### src/rtl/conv_output_collector_if.sv
// Result stream (accelerator -> collector) and replay stream (collector -> host).
// The master drives samples and consumes the replay; the slave is the collector.
interface conv_output_collector_if #(
  parameter int DATA_WIDTH         = 16,
  parameter int FEATURE_MAP_WIDTH  = 8,
  parameter int FEATURE_MAP_HEIGHT = 8,
  parameter int OUTPUT_NB_CHANNELS = 4
);
  localparam int XW = $clog2(FEATURE_MAP_WIDTH);
  localparam int YW = $clog2(FEATURE_MAP_HEIGHT);
  localparam int CW = $clog2(OUTPUT_NB_CHANNELS);

  logic signed [DATA_WIDTH-1:0] output_data;
  logic                         output_valid;
  logic [XW-1:0]                output_x;
  logic [YW-1:0]                output_y;
  logic [CW-1:0]                output_ch;

  logic signed [DATA_WIDTH-1:0] rd_data;
  logic                         rd_valid;
  logic                         rd_ready;
  logic                         rd_last;

  modport master (
    output output_data, output_valid, output_x, output_y, output_ch, rd_ready,
    input  rd_data, rd_valid, rd_last
  );

  modport slave (
    input  output_data, output_valid, output_x, output_y, output_ch, rd_ready,
    output rd_data, rd_valid, rd_last
  );
endinterface

### src/rtl/conv_output_collector.sv
// Captures accelerator output pixels in any order into a local frame buffer,
// flags protocol errors, then replays the frame in ascending address order.
module conv_output_collector #(
  parameter int DATA_WIDTH         = 16,
  parameter int FEATURE_MAP_WIDTH  = 8,
  parameter int FEATURE_MAP_HEIGHT = 8,
  parameter int OUTPUT_NB_CHANNELS = 4,
  localparam int NB_ELEMS = FEATURE_MAP_WIDTH * FEATURE_MAP_HEIGHT * OUTPUT_NB_CHANNELS,
  localparam int AW       = $clog2(NB_ELEMS + 1)
) (
  input  logic                   clk,
  input  logic                   rst,
  input  logic                   start,
  conv_output_collector_if.slave bus,
  output logic                   collecting,
  output logic                   done,
  output logic [AW-1:0]          count,
  output logic                   dup_error,
  output logic                   range_error,
  output logic                   late_error
);
  localparam int PW = (NB_ELEMS > 1) ? $clog2(NB_ELEMS) : 1;
  localparam logic [AW-1:0] LAST_COUNT = AW'(NB_ELEMS - 1);
  localparam logic [PW-1:0] LAST_ADDR  = PW'(NB_ELEMS - 1);

  typedef enum logic [1:0] {
    IDLE,
    COLLECT,
    DRAIN
  } state_t;

  state_t state, state_next;

  logic signed [DATA_WIDTH-1:0] mem [NB_ELEMS];
  logic [NB_ELEMS-1:0]          bitmap;

  logic [PW-1:0]                wr_addr;
  logic [PW-1:0]                rd_ptr;
  logic [PW-1:0]                rd_ptr_next;
  logic                         in_range;
  logic                         seen;
  logic                         capture;
  logic                         frame_full;
  logic                         handshake;

  logic signed [DATA_WIDTH-1:0] rd_data_q;
  logic                         rd_valid_q;
  logic                         rd_last_q;

  assign bus.rd_data  = rd_data_q;
  assign bus.rd_valid = rd_valid_q;
  assign bus.rd_last  = rd_last_q;
  assign collecting   = (state == COLLECT);

  always_comb begin
    in_range = (int'(bus.output_x)  < FEATURE_MAP_WIDTH)  &&
               (int'(bus.output_y)  < FEATURE_MAP_HEIGHT) &&
               (int'(bus.output_ch) < OUTPUT_NB_CHANNELS);
    wr_addr  = (PW'(bus.output_ch) * PW'(FEATURE_MAP_HEIGHT) + PW'(bus.output_y))
               * PW'(FEATURE_MAP_WIDTH) + PW'(bus.output_x);
    seen        = bitmap[wr_addr];
    rd_ptr_next = rd_ptr + PW'(1);
    capture     = (state == COLLECT) && bus.output_valid && in_range && !seen && !start;
    frame_full  = capture && (count == LAST_COUNT);
    handshake   = (state == DRAIN) && rd_valid_q && bus.rd_ready;
  end

  always_ff @(posedge clk) begin
    if (rst) begin
      state <= IDLE;
    end else begin
      state <= state_next;
    end
  end

  always_comb begin
    state_next = state;
    case (state)
      IDLE:    state_next = IDLE;
      COLLECT: if (frame_full) state_next = DRAIN;
      DRAIN:   if (handshake && rd_last_q) state_next = IDLE;
      default: state_next = IDLE;
    endcase
    if (start) begin
      state_next = COLLECT;
    end
  end

  always_ff @(posedge clk) begin
    if (capture) begin
      mem[wr_addr] <= bus.output_data;
    end
  end

  always_ff @(posedge clk) begin
    if (rst) begin
      bitmap      <= '0;
      count       <= '0;
      done        <= 1'b0;
      dup_error   <= 1'b0;
      range_error <= 1'b0;
      late_error  <= 1'b0;
      rd_ptr      <= '0;
      rd_data_q   <= '0;
      rd_valid_q  <= 1'b0;
      rd_last_q   <= 1'b0;
    end else if (start) begin
      bitmap      <= '0;
      count       <= '0;
      done        <= 1'b0;
      dup_error   <= 1'b0;
      range_error <= 1'b0;
      late_error  <= 1'b0;
      rd_ptr      <= '0;
      rd_valid_q  <= 1'b0;
      rd_last_q   <= 1'b0;
    end else begin
      if (bus.output_valid) begin
        if (state != COLLECT) begin
          late_error <= 1'b1;
        end else if (!in_range) begin
          range_error <= 1'b1;
        end else if (seen) begin
          dup_error <= 1'b1;
        end
      end

      if (capture) begin
        bitmap[wr_addr] <= 1'b1;
        count           <= count + AW'(1);
      end

      // Element 0 may be the very sample completing the frame: forward it
      // so the first replay word is valid one cycle after the last capture.
      if (frame_full) begin
        rd_valid_q <= 1'b1;
        rd_ptr     <= '0;
        rd_last_q  <= (NB_ELEMS == 1);
        rd_data_q  <= (wr_addr == '0) ? bus.output_data : mem[0];
      end

      if (handshake) begin
        if (rd_last_q) begin
          rd_valid_q <= 1'b0;
          rd_last_q  <= 1'b0;
          done       <= 1'b1;
        end else begin
          rd_ptr    <= rd_ptr_next;
          rd_data_q <= mem[rd_ptr_next];
          rd_last_q <= (rd_ptr_next == LAST_ADDR);
        end
      end
    end
  end
endmodule

### src/flat_wrapper.sv
// flat-port wrapper written by rule: the top's interface ports become plain ports
module conv_output_collector_flat 
#(
  parameter int DATA_WIDTH         = 16,
  parameter int FEATURE_MAP_WIDTH  = 8,
  parameter int FEATURE_MAP_HEIGHT = 8,
  parameter int OUTPUT_NB_CHANNELS = 4,
  localparam int NB_ELEMS = FEATURE_MAP_WIDTH * FEATURE_MAP_HEIGHT * OUTPUT_NB_CHANNELS,
  localparam int AW       = $clog2(NB_ELEMS + 1)
)
  (clk, rst, start, collecting, done, count, dup_error, range_error, late_error, bus_output_data, bus_output_valid, bus_output_x, bus_output_y, bus_output_ch, bus_rd_ready, bus_rd_data, bus_rd_valid, bus_rd_last);
  conv_output_collector_if #(.DATA_WIDTH(DATA_WIDTH), .FEATURE_MAP_WIDTH(FEATURE_MAP_WIDTH), .FEATURE_MAP_HEIGHT(FEATURE_MAP_HEIGHT), .OUTPUT_NB_CHANNELS(OUTPUT_NB_CHANNELS)) bus_i ();
  input  logic clk;
  input  logic rst;
  input  logic start;
  output logic collecting;
  output logic done;
  output logic [AW-1:0] count;
  output logic dup_error;
  output logic range_error;
  output logic late_error;
  input wire logic [$bits(bus_i.output_data)-1:0] bus_output_data;
  input wire logic [$bits(bus_i.output_valid)-1:0] bus_output_valid;
  input wire logic [$bits(bus_i.output_x)-1:0] bus_output_x;
  input wire logic [$bits(bus_i.output_y)-1:0] bus_output_y;
  input wire logic [$bits(bus_i.output_ch)-1:0] bus_output_ch;
  input wire logic [$bits(bus_i.rd_ready)-1:0] bus_rd_ready;
  output wire logic [$bits(bus_i.rd_data)-1:0] bus_rd_data;
  output wire logic [$bits(bus_i.rd_valid)-1:0] bus_rd_valid;
  output wire logic [$bits(bus_i.rd_last)-1:0] bus_rd_last;
  assign bus_i.output_data = bus_output_data;
  assign bus_i.output_valid = bus_output_valid;
  assign bus_i.output_x = bus_output_x;
  assign bus_i.output_y = bus_output_y;
  assign bus_i.output_ch = bus_output_ch;
  assign bus_i.rd_ready = bus_rd_ready;
  assign bus_rd_data = bus_i.rd_data;
  assign bus_rd_valid = bus_i.rd_valid;
  assign bus_rd_last = bus_i.rd_last;
  conv_output_collector #(.DATA_WIDTH(DATA_WIDTH), .FEATURE_MAP_WIDTH(FEATURE_MAP_WIDTH), .FEATURE_MAP_HEIGHT(FEATURE_MAP_HEIGHT), .OUTPUT_NB_CHANNELS(OUTPUT_NB_CHANNELS)) u_core (.clk(clk), .rst(rst), .start(start), .bus(bus_i), .collecting(collecting), .done(done), .count(count), .dup_error(dup_error), .range_error(range_error), .late_error(late_error));
endmodule
### config.mk
export PLATFORM = sky130hd
export DESIGN_NAME = conv_output_collector_flat
export DESIGN_NICKNAME = d
export VERILOG_FILES = /design/src/rtl/conv_output_collector_if.sv /design/src/rtl/conv_output_collector.sv /design/src/flat_wrapper.sv
export SDC_FILE = /design/constraint.sdc
export NUM_CORES = 2
export LEC_CHECK = 0
export CAP_MARGIN = 20
export CORE_MARGIN = 8
export CORE_UTILIZATION = 45
export CTS_BUF_LIST = sky130_fd_sc_hd__clkbuf_8
export CTS_CLUSTER_DIAMETER = 150
export DETAILED_ROUTE_END_ITERATION = 7
export SETUP_SLACK_MARGIN = 0.02
export SYNTH_ARGS = -nofsm -noshare
export SYNTH_HDL_FRONTEND = slang
export SYNTH_SLANG_ARGS = --single-unit
### constraint.sdc
create_clock -name clk -period 8.2 [get_ports clk]
set_clock_uncertainty 0.1 [all_clocks]
set_input_delay 1.23 -clock clk [delete_from_list [all_inputs] [get_ports clk]]
set_output_delay 1.23 -clock clk [all_outputs]
set_load 0.01 [all_outputs]
* Word level (Yosys, flattened, before mapping)
Memory sizes are Yosys's and may differ from the RTL's.
Cells that the tools add are included.
Widths: inputs -> output; s select.
** Word-level totals
- Flip-flop bits (word level) :: 296
- Bits in latches :: 0
- Bits in writable memories :: 4096
- Memory bits (read-only) :: 0
- Input port bits :: 29
- Logic and storage cells :: 70
- Memories :: 1
** Memories
- u_core.mem :: depth 256, bits a word 16, read ports 2, clocked after Yosys merged registers in 0, wr ports 1, line conv_output_collector.sv:34 : logic signed [DATA_WIDTH-1:0] mem [NB_ELEMS];
** Operators by class
- $add $sub $neg :: 4
- $mul :: 0
- Divide/modulo/power cells :: 0
- $lt $le $gt $ge :: 2
- Equal/unequal tests :: 9
- Shift operators :: 0
- Mux-type cells :: 23
- Bitwise gates (word level) :: 2
- Reduce and logical (&&, ||, !) cells :: 18
** Operators by type and width (number)
- $or 256x256->256 :: 1
- $mux 16 :: 4
- $mux 8 :: 3
- $mux 1 :: 11
- $add 9x1->9 const B :: 1
- $eq 9x8->1 const B :: 1
- $lt 8x9->1 const B :: 1
- $add 8x1->8 const B :: 1
- $add 8x3->8 :: 1
- $bmux 1 s8 :: 1
- $demux 1 s8 :: 1
- $eq 8x8->1 const B :: 1
- $ge 8x1->1 const B :: 1
- $logic_and 1x1->1 :: 8
- $logic_not 8->1 :: 1
- $reduce_and 2->1 :: 4
- $add 5x3->5 :: 1
- $mux 2 :: 2
- $ne 2x1->1 const B :: 2
- $pmux 2 s2 :: 1
- $ne 3x2->1 const B :: 1
- $ne 3x3->1 const B :: 1
- $reduce_and 3->1 :: 1
- $eq 2x1->1 const B :: 1
- 6 further kinds :: 7

* Depth between registers and ports, before layout
- Depth in word-level cells :: 11
- Gate-level depth with buffers :: 22
- Depth with buffers taken out :: 11

* Least setup slack after synthesis
No wires, ideal clock.
- Kind :: input to register
- Start :: in bus_output_x[0]
- End :: mem u_core.mem[141][0] (enable)
- Arrival time :: 5034 ps
- Required time :: 7666 ps
- Slack :: 2632 ps
- Stages :: 10
- Cells stage by stage :: buf_2 > mux4_2 > mux4_2 > o211ai_1 > o311a_1 > a41o_1 > buf_4 > nand2_2 > buf_2 > nor4_1
** On the way
- Cells in the longest elaborated chain, start to end :: 8
** RTL lines
- from (decl) :: line flat_wrapper.sv:24 : input wire logic [$bits(bus_i.output_x)-1:0] bus_output_x;
- $add 8x3->8 * :: line conv_output_collector.sv:60 : * PW'(FEATURE_MAP_WIDTH) + PW'(bus.output_x);
- $bmux 1 s8 :: line conv_output_collector.sv:61 : seen = bitmap[wr_addr];
- $mux 1 (implied by the code) :: line conv_output_collector.sv:61
- $logic_not 1->1 :: line conv_output_collector.sv:63 : capture = (state == COLLECT) && bus.output_valid && in_range && !seen && !start;
- $logic_and 1x1->1 (2 in a row) :: line conv_output_collector.sv:63
- $mux 1 :: line conv_output_collector.sv:90 : if (capture) begin
- $mux 1 (implied by the code) :: line conv_output_collector.sv:91 : mem[wr_addr] <= bus.output_data;
- to (decl) :: line conv_output_collector.sv:34
Every way passes the cells marked *; elsewhere a longest branch is shown, timed or not. The select of a mux whose other input is x is not followed.

* Worst setup path in the final report
- Start :: reg u_core.rd_ptr[1]
- End :: reg u_core.rd_data_q[3], in the netlist u_core.bus.rd_data[3]
** On the way
- Cells in the longest elaborated chain, start to end :: 4
** RTL lines
- from (decl) :: line conv_output_collector.sv:38 : logic [PW-1:0] rd_ptr;
- from (signal assigned) :: line conv_output_collector.sv:148 : rd_ptr <= rd_ptr_next;
- $add 8x1->8 :: line conv_output_collector.sv:62 : rd_ptr_next = rd_ptr + PW'(1);
- $mem_v2 256x16
- $mux 16 :: line conv_output_collector.sv:143 : if (rd_last_q) begin
- $mux 16 :: line conv_output_collector.sv:142 : if (handshake) begin
- to (signal assigned) :: line conv_output_collector.sv:139 : rd_data_q <= (wr_addr == '0) ? bus.output_data : mem[0];
- to (signal assigned) :: line conv_output_collector.sv:149 : rd_data_q <= mem[rd_ptr_next];
- to (decl) :: line conv_output_collector.sv:46 : logic signed [DATA_WIDTH-1:0] rd_data_q;
Every way passes these cells.
A chain may end at the register's enable or synchronous reset.

==> flow_metrics.env <==
export IMPL_placed_area_sq_um=181000
export IMPL_synth_warnings=0
export IMPL_ys_flop_type="edfxtp_1"
export IMPL_synth_top_area_frac=0.722
export IMPL_die_w_microns=631
export IMPL_vias=86100
export IMPL_maxCapViolCount=0
export IMPL_dr_pass1_iters=5
export IMPL_slew_viol_final=0
export IMPL_cts_setup_buffers=0
export IMPL_synthCells=7791
export IMPL_async_flop_share=0
export IMPL_cts_sink_count=4392
export IMPL_nNetsFinal=8559
export IMPL_met2RoutedLength_microns=218000
export IMPL_p_leak_nw=61.7
export IMPL_grt_pass1_vias=86600
export IMPL_finalInstanceArea_sq_um=195000
export IMPL_worst_setup_path_type="register to register"
export IMPL_final_setup_tns_ns=0
export IMPL_yosysUniqueCellTypes=63
export IMPL_hold_viol=0
export IMPL_ys_ff_latch=4392
export IMPL_yosys_top_cells_area="edfxtp_1 72%, mux4_2 16%, dfxtp_1 3.5%"
export IMPL_fp_row_count=226
export IMPL_hold_worst_slack_ns=0.359
export IMPL_required_ns=9.25
export IMPL_cts_htree_levels=6
export IMPL_coreArea_sq_um=378000
export IMPL_met3_length_microns=41700
export IMPL_muxShareOfSynthArea=0.172
export IMPL_routed_top_layer="met5"
export IMPL_clk_latency_ns=1.24
export IMPL_yosysSeqAreaShare=0.756
export IMPL_post_cts_resized=0
export IMPL_fin_cells=14100
export IMPL_synthXorXnorAreaFrac=0.000617
export IMPL_drt_met1_wl_microns=194000
export IMPL_start_util=0.451
export IMPL_dp_slack_ns=1.07
export IMPL_crit_path_end_kind="register"
export IMPL_syn_area_sq_um=170000
export IMPL_synth_nets=7824
export IMPL_dp_cells=12800
export IMPL_cts_made_buffers=704
export IMPL_synth_common_cells="4,096 x edfxtp_1, 1,230 x mux4_2, 313 x nand2_1, 296 x dfxtp_1, 257 x o21a_1"
export IMPL_synth_adder_area_share=0.000294
export IMPL_viasPerCell=6.09
export IMPL_io_buffers=59
export IMPL_cts_root_buf="clkbuf_8"
export IMPL_grt_use_total=0.232
export IMPL_antenna_found_initial=27
export IMPL_rsz0062_at_grt="no"
export IMPL_drive_gt1_frac=0.325
export IMPL_ir_drop_uv=171
export IMPL_synthSimpleGateAreaFrac=0.0313
export IMPL_num_io_pins=61
export IMPL_grt_max_degree=170
export IMPL_worst_slew_pin_transition_ns=1.34
export IMPL_arrival_ns=7.13
export IMPL_fin_util=0.516
export IMPL_p_per_area_nw_per_um2=222
export IMPL_worst_slack_ns=2.12
export IMPL_drc_errors=0
export IMPL_die_height_microns=631
export IMPL_finalCritPeriodShare=0.741
export IMPL_overflow=0
export IMPL_dieArea_sq_um=399000
export IMPL_yosys_cell_count_top_type="edfxtp_1"
export IMPL_synth_compound_area_frac=0.0250
export IMPL_cts_clk_slew_worst_paths_ns=0.07
export IMPL_cts_buffer_depth=4
export IMPL_synth_edf_count=4096
export IMPL_r2r_setup_slack_ns=2.12
export IMPL_min_delay_path_class="register to register"
export IMPL_drt_iter0_drc=10300
export IMPL_post_drt_wl_per_cell_microns=33.4
export IMPL_hpwl_microns=283000
export IMPL_grt_pass1_wl_microns=663000
export IMPL_fin_total_pwr_mw=43.2
export IMPL_gp_congestion=0.862
export IMPL_synth_top_family_by_area="multiplexers"
export IMPL_timing_critical_path_from_type="register"
export IMPL_cts_tree="yes"
export IMPL_syn_area_per_cell_sq_um=21.9
export IMPL_min_period_ns=6.08
export IMPL_critPathMaxFanout=30
export IMPL_fmax_mhz=165
export IMPL_cts_hold_buffers=0
export IMPL_setup_viol=0
export IMPL_outcome="complete, no violations"
export IMPL_ant_nets=0
export IMPL_yosysTopAreaCell="edfxtp_1"
export IMPL_syn_to_final_growth_pct=14.4
export IMPL_max_slew_margin=0.107
export IMPL_routed_wl_microns=473000
==> state kept, by name (all words and copies together), names as in the netlist <==
name / flops
u_core.done: 1
u_core.dup_error: 1
u_core.bus.rd_data: 16
u_core.bus.rd_valid: 1
u_core.mem: 4096
u_core.state: 2
u_core.rd_ptr: 8
u_core.late_error: 1
u_core.bitmap: 256
u_core.bus.rd_last: 1
u_core.count: 9
==> cell families after synthesis <==
| family | after synthesis |
|---|---|
| adders and majority gates | 4 |
| AOI/OAI and AO/OA | 603 |
| other | 1 |
| xor gates and xnor gates | 12 |
| muxes | 1388 |
| buffers and inverters | 535 |
| and+or+nand+nor | 856 |
| DFF | 4392 |
==> path summary, 6_finish.rpt <==
| kind | start | endpoint | depth (start not counted) |
|---|---|---|---|
| worst min-delay path | u_core.bitmap[62] | u_core.bitmap[62] | 1 |
| worst max register to register | u_core.rd_ptr[1] | u_core.bus.rd_data[3] | 12 |
| worst max-delay path | u_core.rd_ptr[1] | u_core.bus.rd_data[3] | 12 |
| worst min register to register | u_core.bitmap[62] | u_core.bitmap[62] | 1 |
==> cells in the final DEF, fill, tap and decap left out, types with 20 or more instances in the layout <==
cell | netlist | layout
a211oi_1 | 24 | 24
nor3_2 | 0 | 66
inv_1 | 10 | 248
nor4_2 | 170 | 20
o32ai_1 | 29 | 29
o21ai_0 | 31 | 31
a22oi_1 | 22 | 22
mux4_2 | 1230 | 1230
nand3_1 | 47 | 43
edfxtp_1 | 4096 | 4096
mux2i_1 | 136 | 135
a31oi_1 | 23 | 23
o21a_1 | 257 | 257
buf_4 | 40 | 444
and3_1 | 35 | 35
nor2_1 | 54 | 51
clkinv_1 | 0 | 144
clkinv_2 | 0 | 72
a21oi_1 | 103 | 102
dfxtp_1 | 296 | 295
nor4_1 | 84 | 64
nor3_1 | 93 | 27
clkbuf_8 | 0 | 776
o22ai_1 | 31 | 31
mux2_2 | 22 | 22
clkdlybuf4s50_1 | 0 | 39
nor4_4 | 0 | 170
buf_12 | 0 | 45
nand2_1 | 313 | 308
==> layer usage <==
| layer | global-route usage | vias up |
|---|---|---|
| met5 | 0 | - |
| li1 | - | 34700 |
| met1 | 0.329 | 46400 |
| met4 | 0.0827 | 10 |
| met3 | 0.0503 | 778 |
| met2 | 0.357 | 4147 |
==> area by class of cell <==
class	count	area, sq um
well taps	5016	6280
fillers	29400	183000
diodes	18	45.0
inverters	11	48.8
repair buffers	553	5020
multi-input cells	2864	41200
clock inverters	516	2730
flip-flops and latches	4392	129000
clock buffers	775	10700
==> critical path: stages (launching register included) <==
cell,delay [ns]
dfxtp_1,0.61
ha_1,0.56
xor2_4,0.56
buf_4,0.56
nand2_1,0.08
and3_1,0.20
a211oi_1,0.64
nor4_1,0.21
buf_4,0.23
nor4_1,0.91
nor3b_1,0.83
o32ai_1,0.22
nor3_1,0.20
==> where the power goes <==
part           internal (mW)  switching, mW  total (mW)  leakage [nW]
logic                  0.106          0.743       0.849          14.7
clock network           9.19           8.69        17.9          7.74
registers               24.5        0.00231        24.5          39.2
Note: power is estimated with default switching activity, not from simulation.
